==> src/rtl/divider_seq_if.sv <==
// rtl/divider_seq_if.sv - operand/result bundle for the sequential divider
//
// Purpose : groups the divider's request (operands, mode, start) and its
//           response (busy, done, quotient, remainder) into one bundle.
// Signals : opA/opB   dividend/divisor, sampled on an accepted start
//           is_signed 1 = DIV (two's complement), 0 = DIVU
//           start     request a division, accepted only while busy = 0
//           busy      operation in flight
//           done      one-cycle pulse, results valid from this cycle on
//           quotient  LO result, held until the next done
//           remainder HI result, held until the next done
// Modports: master = issuing pipeline, slave = divider

interface divider_seq_if #(
    parameter int WIDTH = 32
);
    logic [WIDTH-1:0] opA;
    logic [WIDTH-1:0] opB;
    logic             is_signed;
    logic             start;
    logic             busy;
    logic             done;
    logic [WIDTH-1:0] quotient;
    logic [WIDTH-1:0] remainder;

    modport master (
        output opA, opB, is_signed, start,
        input  busy, done, quotient, remainder
    );

    modport slave (
        input  opA, opB, is_signed, start,
        output busy, done, quotient, remainder
    );
endinterface

==> src/rtl/divider_seq.sv <==
// rtl/divider_seq.sv - multi-cycle restoring integer divider (DIV/DIVU)
//
// Purpose : one restoring-division step per clock on operand magnitudes,
//           then a sign fixup cycle. Fixed latency of WIDTH+1 clocks from
//           the start edge to done; truncating signed division.
// Ports   : clk    system clock, rising edge
//           reset  asynchronous, active-high; aborts any operation
//           bus    divider_seq_if.slave (operands, start, busy, done, results)

module divider_seq #(
    parameter int WIDTH = 32,
    parameter int CNTW  = 6
) (
    input  logic          clk,
    input  logic          reset,
    divider_seq_if.slave  bus
);

    typedef enum logic [1:0] {
        S_IDLE,
        S_BUSY,
        S_FIX
    } state_t;

    state_t           state_q, state_d;
    logic [CNTW-1:0]  cnt_q, cnt_d;
    // dvd holds the dividend magnitude; quotient bits shift in at the LSB
    // as dividend bits shift out at the MSB, so it ends up holding Q.
    logic [WIDTH-1:0] dvd_q, dvd_d;
    logic [WIDTH-1:0] dvs_q, dvs_d;
    logic [WIDTH-1:0] rem_q, rem_d;
    logic             neg_a_q, neg_a_d;
    logic             neg_b_q, neg_b_d;
    logic             dz_q, dz_d;
    logic [WIDTH-1:0] quo_q, quo_d;
    logic [WIDTH-1:0] rmd_q, rmd_d;
    logic             done_q, done_d;

    logic [WIDTH-1:0] shifted;
    logic [WIDTH:0]   trial;

    // The partial remainder stays below 2^(i) after step i, so its MSB is
    // always zero before the final shift and WIDTH+1 bits suffice.
    assign shifted = {rem_q[WIDTH-2:0], dvd_q[WIDTH-1]};
    assign trial   = {1'b0, shifted} - {1'b0, dvs_q};

    always_comb begin
        state_d = state_q;
        cnt_d   = cnt_q;
        dvd_d   = dvd_q;
        dvs_d   = dvs_q;
        rem_d   = rem_q;
        neg_a_d = neg_a_q;
        neg_b_d = neg_b_q;
        dz_d    = dz_q;
        quo_d   = quo_q;
        rmd_d   = rmd_q;
        done_d  = 1'b0;

        case (state_q)
            S_IDLE: begin
                if (bus.start) begin
                    neg_a_d = bus.is_signed & bus.opA[WIDTH-1];
                    neg_b_d = bus.is_signed & bus.opB[WIDTH-1];
                    dvd_d   = neg_a_d ? -bus.opA : bus.opA;
                    dvs_d   = neg_b_d ? -bus.opB : bus.opB;
                    dz_d    = (bus.opB == '0);
                    rem_d   = '0;
                    cnt_d   = CNTW'(WIDTH);
                    state_d = S_BUSY;
                end
            end
            S_BUSY: begin
                // trial[WIDTH] set means the subtraction went negative: restore
                dvd_d = {dvd_q[WIDTH-2:0], ~trial[WIDTH]};
                rem_d = trial[WIDTH] ? shifted : trial[WIDTH-1:0];
                cnt_d = cnt_q - CNTW'(1);
                if (cnt_q == CNTW'(1)) begin
                    state_d = S_FIX;
                end
            end
            S_FIX: begin
                // With a zero divisor every step subtracts 0, leaving Q all
                // ones and R = |opA|; re-applying the dividend sign to R
                // restores opA exactly, so only the quotient fixup is skipped.
                quo_d   = ((neg_a_q ^ neg_b_q) & ~dz_q) ? -dvd_q : dvd_q;
                rmd_d   = neg_a_q ? -rem_q : rem_q;
                done_d  = 1'b1;
                state_d = S_IDLE;
            end
            default: begin
                state_d = S_IDLE;
            end
        endcase
    end

    always_ff @(posedge clk or posedge reset) begin
        if (reset) begin
            state_q <= S_IDLE;
            cnt_q   <= '0;
            dvd_q   <= '0;
            dvs_q   <= '0;
            rem_q   <= '0;
            neg_a_q <= 1'b0;
            neg_b_q <= 1'b0;
            dz_q    <= 1'b0;
            quo_q   <= '0;
            rmd_q   <= '0;
            done_q  <= 1'b0;
        end else begin
            state_q <= state_d;
            cnt_q   <= cnt_d;
            dvd_q   <= dvd_d;
            dvs_q   <= dvs_d;
            rem_q   <= rem_d;
            neg_a_q <= neg_a_d;
            neg_b_q <= neg_b_d;
            dz_q    <= dz_d;
            quo_q   <= quo_d;
            rmd_q   <= rmd_d;
            done_q  <= done_d;
        end
    end

    assign bus.busy      = (state_q != S_IDLE);
    assign bus.done      = done_q;
    assign bus.quotient  = quo_q;
    assign bus.remainder = rmd_q;

endmodule

==> src/flat_wrapper.sv <==
// flat-port wrapper written by rule: the top's interface ports become plain ports
module divider_seq_flat 
#(
    parameter int WIDTH = 32,
    parameter int CNTW  = 6
)
  (clk, reset, bus_opA, bus_opB, bus_is_signed, bus_start, bus_busy, bus_done, bus_quotient, bus_remainder);
  divider_seq_if #(.WIDTH(WIDTH)) bus_i ();
  input  logic clk;
  input  logic reset;
  input wire logic [$bits(bus_i.opA)-1:0] bus_opA;
  input wire logic [$bits(bus_i.opB)-1:0] bus_opB;
  input wire logic [$bits(bus_i.is_signed)-1:0] bus_is_signed;
  input wire logic [$bits(bus_i.start)-1:0] bus_start;
  output wire logic [$bits(bus_i.busy)-1:0] bus_busy;
  output wire logic [$bits(bus_i.done)-1:0] bus_done;
  output wire logic [$bits(bus_i.quotient)-1:0] bus_quotient;
  output wire logic [$bits(bus_i.remainder)-1:0] bus_remainder;
  assign bus_i.opA = bus_opA;
  assign bus_i.opB = bus_opB;
  assign bus_i.is_signed = bus_is_signed;
  assign bus_i.start = bus_start;
  assign bus_busy = bus_i.busy;
  assign bus_done = bus_i.done;
  assign bus_quotient = bus_i.quotient;
  assign bus_remainder = bus_i.remainder;
  divider_seq #(.WIDTH(WIDTH), .CNTW(CNTW)) u_core (.clk(clk), .reset(reset), .bus(bus_i));
endmodule
==> config.mk <==
export PLATFORM = sky130hd
export DESIGN_NAME = divider_seq_flat
export DESIGN_NICKNAME = d
export VERILOG_FILES = /design/src/rtl/divider_seq_if.sv /design/src/rtl/divider_seq.sv /design/src/flat_wrapper.sv
export SDC_FILE = /design/constraint.sdc
export NUM_CORES = 1
export LEC_CHECK = 0
export BUFFER_PORTS_ARGS = -buffer_cell sky130_fd_sc_hd__buf_2
export CORE_AREA = 2 2 153 155
export CTS_CLUSTER_SIZE = 40
export DETAILED_ROUTE_END_ITERATION = 12
export DIE_AREA = 0 0 155 157
export MAX_ROUTING_LAYER = met4
export PLACE_DENSITY = 0.7
export SLEW_MARGIN = 40
export SYNTH_ARGS = -nofsm -noshare
export SYNTH_HDL_FRONTEND = slang
export SYNTH_SLANG_ARGS = --single-unit
==> constraint.sdc <==
create_clock -name clk -period 6.8 [get_ports clk]
set_input_delay 1.36 -clock clk [delete_from_list [all_inputs] [get_ports clk]]
set_output_delay 1.36 -clock clk [all_outputs]
set_load 0.1 [all_outputs]
=== Word-level counts from Yosys, hierarchy flattened ===
Index checks and enable logic that the tools add are counted.

* Register bits: 172
* Latch bits: 0
* RAM bits: 0
* Bits in read-only memories: 0
* Input bits: 68
* Word-level logic and storage cells: 50
* Memories kept: 0

* Add/subtract/negate cells: 6
* Multiply operators: 0
* Div/mod/pow operators: 0
* Magnitude comparators: 0
* Eq/ne operators: 5
* Shift operators: 0
* Mux-type cells: 15
* Bitwise gates (word level): 6
* Reductions and logical operators: 7

{| class="wikitable"
|+ Operators by type and width
! cell !! number
|-
| $mux W32 || 7
|-
| $neg A32 Y32 || 4
|-
| $pmux W32 S2 || 2
|-
| $sub A32 B32 Y33 || 1
|-
| $logic_not A32 Y1 || 1
|-
| $pmux W6 S2 || 1
|-
| $eq A6 B1 Y1 const B || 1
|-
| $mux W6 || 1
|-
| $reduce_and A2 Y1 || 3
|-
| $sub A6 B1 Y6 const B || 1
|-
| $mux W2 || 2
|-
| $pmux W2 S2 || 1
|-
| $reduce_bool A2 Y1 || 2
|-
| $and A1 B1 Y1 || 3
|-
| $eq A2 B1 Y1 const B || 1
|-
| $eq A2 B2 Y1 const B || 1
|-
| $logic_not A2 Y1 || 1
|-
| $ne A2 B1 Y1 const B || 1
|-
| $ne A2 B2 Y1 const B || 1
|-
| $not A1 Y1 || 2
|-
| $mux W1 || 1
|-
| $xor A1 B1 Y1 || 1
|}

=== Longest topological paths before layout ===
Gate-level depths: netlist (run 1).

* Depth in word-level cells: 4
* Depth in mapped cells: 14

=== Worst setup path after synthesis (run 1) ===
No wires, ideal clock.

* Path kind: input -> register
* Start point: in bus_opB[8]
* End point: reg u_core.dvs_q[30]
* Library setup time: 0.136 ns
* Data arrival time: 3.336 ns
* Slack: 3.328 ns
* Stages on the path: 8
* Path buffers: 0
* Cell sequence: or4_4 > or4_4 > nor4_4 > nand2_1 > nor4_2 > a21oi_1 > xnor2_1 > o21ai_0

* Longest elaborated chain between the ends: 2

{| class="wikitable"
|+ RTL lines
! item !! RTL line !! RTL
|-
| start, declared || flat_wrapper.sv:12 || <nowiki>input wire logic [$bits(bus_i.opB)-1:0] bus_opB;</nowiki>
|-
| $neg A32 Y32 || divider_seq.sv:66 || <nowiki>dvs_d = neg_b_d ? -bus.opB : bus.opB;</nowiki>
|-
| $mux W32 || divider_seq.sv:66 ||
|-
| end signal, assigned || divider_seq.sv:114 || <nowiki>dvs_q <= dvs_d;</nowiki>
|-
| end, declared || divider_seq.sv:30 || <nowiki>logic [WIDTH-1:0] dvs_q, dvs_d;</nowiki>
|}

Every way passes these cells.
A chain may end at the register's enable or synchronous reset.

=== Final worst setup path (run 1) ===
* Start point: reg u_core.rem_q[2]
* End point: reg u_core.rem_q[0]

* Longest elaborated chain between the ends: 3

{| class="wikitable"
|+ RTL lines
! item !! RTL line !! RTL
|-
| start, declared || divider_seq.sv:31 || <nowiki>logic [WIDTH-1:0] rem_q, rem_d;</nowiki>
|-
| start signal, assigned || divider_seq.sv:115 || <nowiki>rem_q <= rem_d;</nowiki>
|-
| $sub A32 B32 Y33 || divider_seq.sv:45 || <nowiki>assign trial = {1'b0, shifted} - {1'b0, dvs_q};</nowiki>
|-
| $mux W32 || divider_seq.sv:76 || <nowiki>rem_d = trial[WIDTH] ? shifted : trial[WIDTH-1:0];</nowiki>
|-
| $pmux W32 S2 || divider_seq.sv:60 || <nowiki>case (state_q)</nowiki>
|}

Every way passes these cells.

==> flow_metrics.tcl, run 1 <==
set metrics [dict create \
    tns_ns 0 \
    cts_made_buffers 17 \
    switching_share 0.513 \
    power.share.clock 0.137 \
    grt_overflow 0 \
    synth_top_cell_by_area "dfrtp_1" \
    synth_fa_ha_area_frac 0.0456 \
    rsz0062_at_grt "false" \
    hp-class "flip-flop to flip-flop" \
    p_sw_mw 3.86 \
    synth_commonest_cells "199 x o21ai_0, 172 x dfrtp_1, 162 x nand2_1, 75 x nor2_1, 74 x a21oi_1" \
    grt_pass1_wl_mm 46.7 \
    comb_power_share 0.608 \
    antennaDiodeCount 0 \
    setup_ws_ns 3.23 \
    tritoncts "built" \
    first_global_vias 9028 \
    timing_hold_violations_final 0 \
    detail_route.vias_per_cell 5.69 \
    cp-end-kind "flip-flop" \
    wl_per_cell_um 16.6 \
    route.met3.wl_mm 1.34 \
    cp.arrival_ns 3.90 \
    slew_violations 0 \
    required_ns 7.13 \
    yosys-mux-area-fraction 0.0251 \
    post-route-drc-count 0 \
    cp_max_fo 16 \
    postCtsSetupBuffers 0 \
    finalNonFillerCells 1701 \
    synth_edf_count 0 \
    synth_xor_area_frac 0.108 \
    gp_congestion 0.955 \
    synthCells 1304 \
    synth_top_family_by_area "compound AO/OA/AOI/OAI gates" \
    start_kind "flip-flop" \
    drt_iter0_drc 701 \
    wl_mm 28.3 \
    h-tree-depth 4 \
    top_layer "met4" \
    synth_seq_cells 172 \
    dp_hpwl_mm 20.5 \
    die_h_um 157 \
    status "finished, final reports clean" \
    cts_buffer_depth 2 \
    grt_usage 0.246 \
    yosys-top-cells-area "dfrtp_1 39%, o21ai_0 8.9%, xor2_1 5.5%, nand2_1 5.5%, xnor2_1 5.3%" \
    core_area_um2 22500 \
    power.internal_mw 3.67 \
    m1WireLength_mm 13.9 \
    clock-sinks 172 \
    rows 55 \
    area_delta_synth_final_pct 13.6 \
    fin_skew_ns 0.0117 \
    worstSetupPathType "flip-flop to flip-flop" \
    synth_compound_area_frac 0.222 \
    syn_avg_cell_area_um2 8.55 \
    port-buffer-count 133 \
    die_area_um2 24300 \
    hold-worst-slack_ns 0.471 \
    cts-resized-gates 0 \
    start_util 0.495 \
    period_minus_slack_ns 3.57 \
    clk_latency_ns 0.43 \
    synth_warnings 0 \
    yosysMostFrequentCell "o21ai_0" \
    finalCritPeriodShare 0.525 \
    antenna_found_initial 0 \
    synth_area_um2 11100 \
    root_buffer "clkbuf_16" \
    finalNetCount 1512 \
    wl_met2_mm 12.8 \
    grt_max_degree 125 \
    cts_hold_buffers 0 \
    die_w_um 155 \
    ir_worst_vdd_uv 260 \
    pre_cts_ws_ns 2.97 \
    slew_headroom 0.472 \
    power.density_nw_per_um2 595 \
    clk_pin_slew_ns 0.07 \
    syn_nets 1412 \
    drive_gt1_frac 0.141 \
    dr.pass1.iters 5 \
    p_leak_nw 5.66 \
    setup_viol 0 \
    async_flop_share 1.00 \
    worst_slew_pin_slew_ns 0.792 \
    ant_nets 0 \
    ys_seq_area_frac 0.386 \
    io_pins 134 \
    yosys.area_share.simple 0.170 \
    fillers 2098 \
    max-cap-violations 0 \
    fmax_ghz 0.280 \
    yosys.area.top_type_share 0.386 \
    num_vias 9686 \
    ys_types 72 \
    synth_ff_type "dfrtp_1" \
    dp_cells 1670 \
    seqPwrFrac 0.256 \
    power_mw 7.54 \
]
-- layout by cell type, fill, tap and decap left out, types with 4 or more instances in the layout --
master     instances
nand2b_1          13
o21a_1             7
or4_1              9
dfrtp_1          172
or3_1              7
nor3_1            23
o21ai_0          199
o31ai_1           18
inv_1             56
a211oi_1           7
buf_2            133
ha_1              39
o41ai_1           14
and2_1             6
clkbuf_16         17
xor2_1            70
a21oi_1           74
nor2_1            74
mux2i_1           28
nand3_1           33
a22o_1             7
nor2b_1            4
nor4_1            19
and3_1            10
inv_6              6
a31oi_1           22
a22oi_1           25
xnor2_1           68
a21o_1            12
nand2_1          161
buf_4             10
-- state kept, by name, indices dropped and copies added, names as in the netlist --
signal / flops
u_core.dvs_q: 32
u_core.bus.done: 1
u_core.cnt_q: 6
u_core.neg_b_q: 1
u_core.bus.remainder: 32
u_core.state_q: 2
u_core.dvd_q: 32
u_core.rem_q: 32
u_core.bus.quotient: 32
u_core.neg_a_q: 1
u_core.dz_q: 1
-- cell families (layout without fill, tap and decap cells) --
group	count (synthesis)	count (layout)
buf+inv	122	234
simple gates	391	391
mux	28	28
compound gates	413	413
xor+xnor	138	138
flops	172	172
fa+ha+maj	40	40
-- layout make-up --
cell class              count  area (µm²)  area share
clock inverters            13         178      0.0140
well taps                 285         357      0.0282
clock buffers              18         439      0.0347
multi-input cells        1010        6390       0.505
flip-flops and latches    172        4300       0.340
inverters                  57         219      0.0173
repair buffers            146         777      0.0613
-- path summary, 6_finish.rpt --
path | slack (ns) | cells after the start | end | startpoint
max in group asynchronous | 5.05 | 3 | u_core.bus.remainder[13] | reset
setup / recovery | 3.23 | 9 | u_core.rem_q[0] | u_core.rem_q[2]
hold reg to reg | 0.47 | 2 | u_core.bus.remainder[3] | u_core.bus.remainder[3]
min in group asynchronous | 0.82 | 2 | u_core.dvd_q[25] | reset
hold / removal | 0.47 | 2 | u_core.bus.remainder[3] | u_core.bus.remainder[3]
setup reg to reg | 3.23 | 9 | u_core.rem_q[0] | u_core.rem_q[2]
-- layer usage --
| metal | global-route usage | vias up |
|---|---|---|
| li1 | - | 4853 |
| met1 | 0.355 | 4551 |
| met2 | 0.375 | 254 |
| met3 | 0.0259 | 28 |
| met4 | 0.0569 | 0 |
| met5 | - | - |
-- metrics by stage --
| stage | util | instance area, µm² |
|---|---|---|
| after floorplan | - | 11100 |
| after global placement | 0.535 | 12000 |
| after detailed placement | 0.535 | 12000 |
| after CTS | 0.563 | 12700 |
| after global routing | 0.563 | 12700 |
| final | 0.563 | 12700 |
-- power groups by stage --
stage	Combinational, mW	Clock, mW	Sequential, mW
global route	5.06	1.09	1.99
CTS	4.57	1.04	1.92
floorplan	3.01	0	2.50
global placement	4.48	0	1.91
finish	4.58	1.03	1.93
detailed placement	4.54	0	1.93
-- worst max-delay path, cell delays in order (launching register included) --
cell      delay, ns
dfrtp_1        0.48
ha_1           0.39
o211ai_1       0.18
a21oi_1        0.10
o41a_1         0.44
o31ai_2        0.37
a2111o_1       0.48
and2_1         0.64
o21ai_0        0.17
a21o_1         0.21
No activity file was read; power rests on OpenSTA's default activity.
==> inputs of run 2 (changes only) <==
--- a/config.mk
+++ b/config.mk
@@ -11,7 +11,7 @@
 export DETAILED_ROUTE_END_ITERATION = 12
 export DIE_AREA = 0 0 155 157
 export MAX_ROUTING_LAYER = met4
-export PLACE_DENSITY = 0.7
+export PLACE_DENSITY = 0.73
 export SLEW_MARGIN = 40
 export SYNTH_ARGS = -nofsm -noshare
 export SYNTH_HDL_FRONTEND = slang
==> constraint.sdc (replaced) <==
create_clock -name clk -period 3 [get_ports clk]
set_input_delay 0.6 -clock clk [delete_from_list [all_inputs] [get_ports clk]]
set_output_delay 0.6 -clock clk [all_outputs]
set_load 0.1 [all_outputs]
==> run 2 against run 1 <==
Setup slack worse by 3.1 ns. Non-clock buffer count up 50. Final cell count grew 3.0%. Sequential power is 120% higher. Global-route usage is 0.82 points higher. First-iteration DRC count is 4.7% higher. Design area rose by 3.1%. Clock-buffer cell count unchanged. Utilization is 1.7 points higher. Via count increased by 3.8%. Critical path depth is the same.
==> flow_metrics.tcl, run 2 (synthesis gave the netlist of run 1 again) <==
set metrics [dict create \
    slew_headroom 0.528 \
    cp-end-kind "flip-flop" \
    cp_num_cells 9 \
    finalNetCount 1562 \
    port-buffer-count 133 \
    h-tree-depth 4 \
    num_vias 10100 \
    p_leak_nw 5.89 \
    start_kind "flip-flop" \
    ant_nets 0 \
    grt_usage 0.254 \
    drt_iter0_drc 734 \
    grt_pass1_wl_mm 48.3 \
    dp_hpwl_mm 21.7 \
    clk_pin_slew_ns 0.07 \
    finalNonFillerCells 1752 \
    drive_gt1_frac 0.172 \
    rows 55 \
    fmax_ghz 0.346 \
    max-cap-violations 0 \
    cp.arrival_ns 3.20 \
    ir_worst_vdd_uv 505 \
    rsz0062_at_grt "false" \
    path_cells "ha_1 > a21o_1 > a31oi_1 > a2bb2oi_1 > o21ai_0 > o31a_1 > o41ai_1 > mux2i_1 > nand2_1" \
    antenna_found_initial 0 \
    cts_buffer_depth 2 \
    worst_slew_pin_slew_ns 0.706 \
    hp-class "input pin to async pin" \
    crit_family "compound AO/OA/AOI/OAI gates" \
    wl_mm 29.6 \
    fin_area_um2 13100 \
    io_pins 134 \
    final_common_cell "o21ai_0" \
    worstSetupPathType "flip-flop to flip-flop" \
    r2r.worst_path.cells 9 \
    root_buffer "clkbuf_16" \
    tritoncts "built" \
    power.density_nw_per_um2 1350 \
    area_delta_synth_final_pct 17.1 \
    setup_ws_ns 0.109 \
    start_util 0.495 \
    hold-worst-slack_ns 0.254 \
    power_mw 17.6 \
    fillers 2051 \
    fin_skew_ns 0.0118 \
    dp_cells 1718 \
    grt_max_degree 80 \
    timing_hold_violations_final 0 \
    die_h_um 157 \
    detail_route.vias_per_cell 5.74 \
    clock-sinks 172 \
    cp_slowest_stage_delay_ns 0.40 \
    gp_congestion 0.947 \
    dr.pass1.iters 5 \
    setup_viol 0 \
    wl_per_cell_um 16.9 \
    status "finished, final reports clean" \
    post-route-drc-count 0 \
    tns_ns 0 \
    first_global_vias 9264 \
    die_area_um2 24300 \
    fin_util 0.580 \
    antennaDiodeCount 0 \
    die_w_um 155 \
    final_cell_mix "196 x o21ai_0, 172 x dfrtp_1, 161 x nand2_1" \
    finalCritPeriodShare 0.964 \
    slew_violations 0 \
    required_ns 3.31 \
    grt_overflow 0 \
    cts_made_buffers 17 \
    clk_latency_ns 0.44 \
    slowest_stage "dfrtp_1" \
    pre_cts_ws_ns -0.0548 \
    cp_max_fo 5 \
    crit_buf_inv 0 \
    dpl_cell_area_um2 12500 \
    period_minus_slack_ns 2.89 \
    cts_hold_buffers 0 \
    core_area_um2 22500 \
]
==> run 2: cell types whose count changed in the layout (fill, tap and decap cells not counted), moves of 2 or more <==
| cell | previous run | this run |
|---|---|---|
| buf_12 | 0 | 6 |
| inv_6 | 6 | 4 |
| clkinvlp_4 | 2 | 5 |
| bufinv_16 | 3 | 0 |
| buf_4 | 10 | 56 |
| clkbuf_8 | 2 | 0 |
| o21ai_0 | 199 | 196 |
| buf_6 | 2 | 0 |
| o21ai_1 | 1 | 4 |
| clkinv_2 | 0 | 3 |
==> run 2: cell type report <==
cell class	instances	area [µm²]	area share
Clock inverter	14	111	0.00853
Clock buffer	18	429	0.0329
Tap cell	285	357	0.0273
Sequential cell	172	4300	0.330
Timing Repair Buffer	196	1230	0.0943
Multi-Input combinational cell	1010	6400	0.491
Inverter	57	218	0.0167
==> run 2: layer usage <==
layer / GRT usage / vias to the layer above / routed length [µm]
li1: - / 4942 / -
met1: 0.371 / 4767 / 14500
met2: 0.376 / 318 / 13200
met3: 0.0366 / 26 / 1630
met4: 0.0564 / 0 / 316
met5: - / - / 0
==> run 2: worst paths after layout <==
path,start,endpoint,slack [ns]
min reg2reg,u_core.bus.remainder[18],u_core.bus.remainder[18],0.47
max reg2reg,u_core.rem_q[7],u_core.rem_q[29],0.11
min in group clk,bus_opB[31],u_core.dvs_q[31],0.46
max,u_core.rem_q[7],u_core.rem_q[29],0.11
min,reset,u_core.dvd_q[26],0.25
max in group asynchronous,reset,u_core.bus.remainder[7],1.99
==> run 2: report_power, final <==
part,switching (mW),internal (mW)
Combinational,7.12,4.22
Clock,1.01,1.08
Sequential,0.918,3.28
Total,9.05,8.58
==> run 2: timing repair <==
item	4_1_cts	5_1_grt
buffers inserted	0	1
gates resized for setup	0	5
endpoints found under the setup margin	0	26
==> inputs of run 3 (changes only) <==
--- a/config.mk
+++ b/config.mk
@@ -6,12 +6,13 @@
 export NUM_CORES = 1
 export LEC_CHECK = 0
 export BUFFER_PORTS_ARGS = -buffer_cell sky130_fd_sc_hd__buf_2
-export CORE_AREA = 2 2 153 155
+export CORE_AREA = 2 2 149 151
 export CTS_CLUSTER_SIZE = 40
 export DETAILED_ROUTE_END_ITERATION = 12
-export DIE_AREA = 0 0 155 157
+export DIE_AREA = 0 0 151 153
+export GPL_TIMING_DRIVEN = 0
 export MAX_ROUTING_LAYER = met4
-export PLACE_DENSITY = 0.73
+export PLACE_DENSITY = 0.76
 export SLEW_MARGIN = 40
 export SYNTH_ARGS = -nofsm -noshare
 export SYNTH_HDL_FRONTEND = slang
==> run 3 against run 2 <==
Design area up 2.2%. Sequential power up 5.7%. Sequential share of layout area down 0.63 points. Global-route usage up 2.9 points. Utilization up 4.1 points. Flip-flop and latch count unchanged. Critical path type unchanged. Critical endpoint is now u_core.rem_q[1]. Largest cell class unchanged. Largest power group unchanged. Highest routed layer unchanged.
==> flow_metrics.tcl, run 3 (synthesis gave the netlist of run 1 again) <==
set metrics [dict create \
    drt_iter0_drc 926 \
    dr.pass1.iters 5 \
    power.internal_mw 8.83 \
    post-route-drc-count 0 \
    worstSetupPathType "flip-flop to flip-flop" \
    grt_overflow 0 \
    reg2reg_slack_ns 0.02 \
    antenna_found_initial 1 \
    m1WireLength_mm 14.4 \
    crit_buf_inv 2 \
    p_sw_mw 9.44 \
    slew_violations 0 \
    reg2reg_from "u_core.rem_q[3]" \
    core_area_um2 21500 \
    power.share.clock 0.117 \
    path_cells "ha_1 > o211ai_1 > a21oi_4 > o41a_1 > o31ai_4 > a2111o_1 > buf_6 > and2_4 > buf_4 > o21ai_0 > a21o_1" \
    start_util 0.519 \
    cp_slowest_stage_delay_ns 0.48 \
    cts_buffer_depth 2 \
    cp-end-kind "flip-flop" \
    seqPwrFrac 0.243 \
    slowest_stage "dfrtp_2" \
    detail_route.vias_per_cell 5.89 \
    clock-sinks 172 \
    top_layer "met4" \
    gp_congestion 0.972 \
    final_common_cell "o21ai_0" \
    finalNetCount 1587 \
    root_buffer "clkbuf_16" \
    tns_ns 0 \
    wl_met2_mm 14.5 \
    slew_headroom 0.437 \
    hold-worst-slack_ns 0.210 \
    hp-class "input pin to async pin" \
    area_delta_synth_final_pct 19.7 \
    ant_nets 0 \
    worst_slew_pin_slew_ns 0.845 \
    io_pins 134 \
    num_vias 10400 \
    finalCritPeriodShare 0.992 \
    port-buffer-count 133 \
    setup_ws_ns 0.0240 \
    timing_hold_violations_final 0 \
    status "finished, final reports clean" \
    die_area_um2 23100 \
    crit_end "u_core.rem_q[1]" \
    pre_cts_ws_ns -0.492 \
    cp.arrival_ns 3.30 \
    p_leak_nw 5.81 \
    ir_worst_vdd_uv 539 \
    cp_max_fo 7 \
    rows 54 \
    setup_viol 0 \
    max-cap-violations 0 \
    crit_start "u_core.rem_q[3]" \
    switching_share 0.517 \
    grt_usage 0.283 \
    route.met3.wl_mm 2.42 \
    r2r-end "u_core.rem_q[1]" \
    cts_made_buffers 17 \
    dp_hpwl_mm 23.8 \
    r2r.worst_path.cells 11 \
    clk_latency_ns 0.43 \
    start_kind "flip-flop" \
    grt_pass1_wl_mm 50.4 \
    fin_skew_ns 0.0135 \
    period_minus_slack_ns 2.98 \
    die_h_um 153 \
    cts_hold_buffers 0 \
    h-tree-depth 4 \
    required_ns 3.32 \
    first_global_vias 9774 \
    power.density_nw_per_um2 1370 \
    die_w_um 151 \
    crit_family "compound AO/OA/AOI/OAI gates" \
    comb_power_share 0.640 \
    drive_gt1_frac 0.171 \
    fmax_ghz 0.336 \
    final_cell_mix "187 x o21ai_0, 163 x dfrtp_1, 161 x nand2_1" \
    grt_max_degree 26 \
    wl_per_cell_um 18.0 \
    rsz0062_at_grt "true" \
    clk_pin_slew_ns 0.07 \
    tritoncts "built" \
    wl_mm 31.8 \
    cp_num_cells 11 \
]
run 3: power groups by stage:
stage               registers (mW)  clock network [mW]  logic (mW)
floorplan                     5.66                   0        6.83
global placement              4.34                   0        10.4
detailed placement            4.39                   0        10.5
CTS                           4.35                2.15        10.9
global route                  4.56                2.25        12.8
finish                        4.44                2.14        11.7
run 3: area by class of cell:
type | count | area, µm²
Sequential cell | 172 | 4320
Buffer | 63 | 278
Antenna cell | 1 | 2.50
Timing Repair Buffer | 158 | 1010
Fill cell | 1860 | 8140
Clock buffer | 19 | 443
Multi-Input combinational cell | 1010 | 6620
Tap cell | 280 | 350
Clock inverter | 11 | 113
Inverter | 57 | 221
run 3: what timing repair did:
item                       in CTS  in global routing
setup endpoints to repair      33                 39
cloned                          0                  2
resized for setup              20                 53
buffers inserted                6                 10
pin swaps                       2                  8
run 3: how the worst min path moves through the flow:
| stage | start | to |
|---|---|---|
| global placement | u_core.bus.quotient[12] | u_core.bus.quotient[12] |
| detailed placement | u_core.bus.remainder[5] | u_core.bus.remainder[5] |
| finish | reset | u_core.bus.remainder[10] |
| CTS | reset | u_core.bus.remainder[11] |
| global route | reset | u_core.bus.remainder[10] |
| floorplan | u_core.dvs_q[10] | u_core.dvs_q[10] |
run 3: stage by stage:
step                utilization  cells  total power [mW]  instance area, µm²
floorplan                     -   1304              12.5               11200
global placement          0.567   1717              14.7               12200
detailed placement        0.575   1724              14.9               12400
CTS                       0.606   1758              17.4               13000
global route              0.621   1771              19.6               13300
finish                    0.621   1771              18.3               13300
run 3: routing by layer:
| metal | track usage | vias up |
|---|---|---|
| li1 | - | 4994 |
| met1 | 0.396 | 4945 |
| met2 | 0.427 | 441 |
| met3 | 0.0496 | 47 |
| met4 | 0.0783 | 0 |
| met5 | - | - |
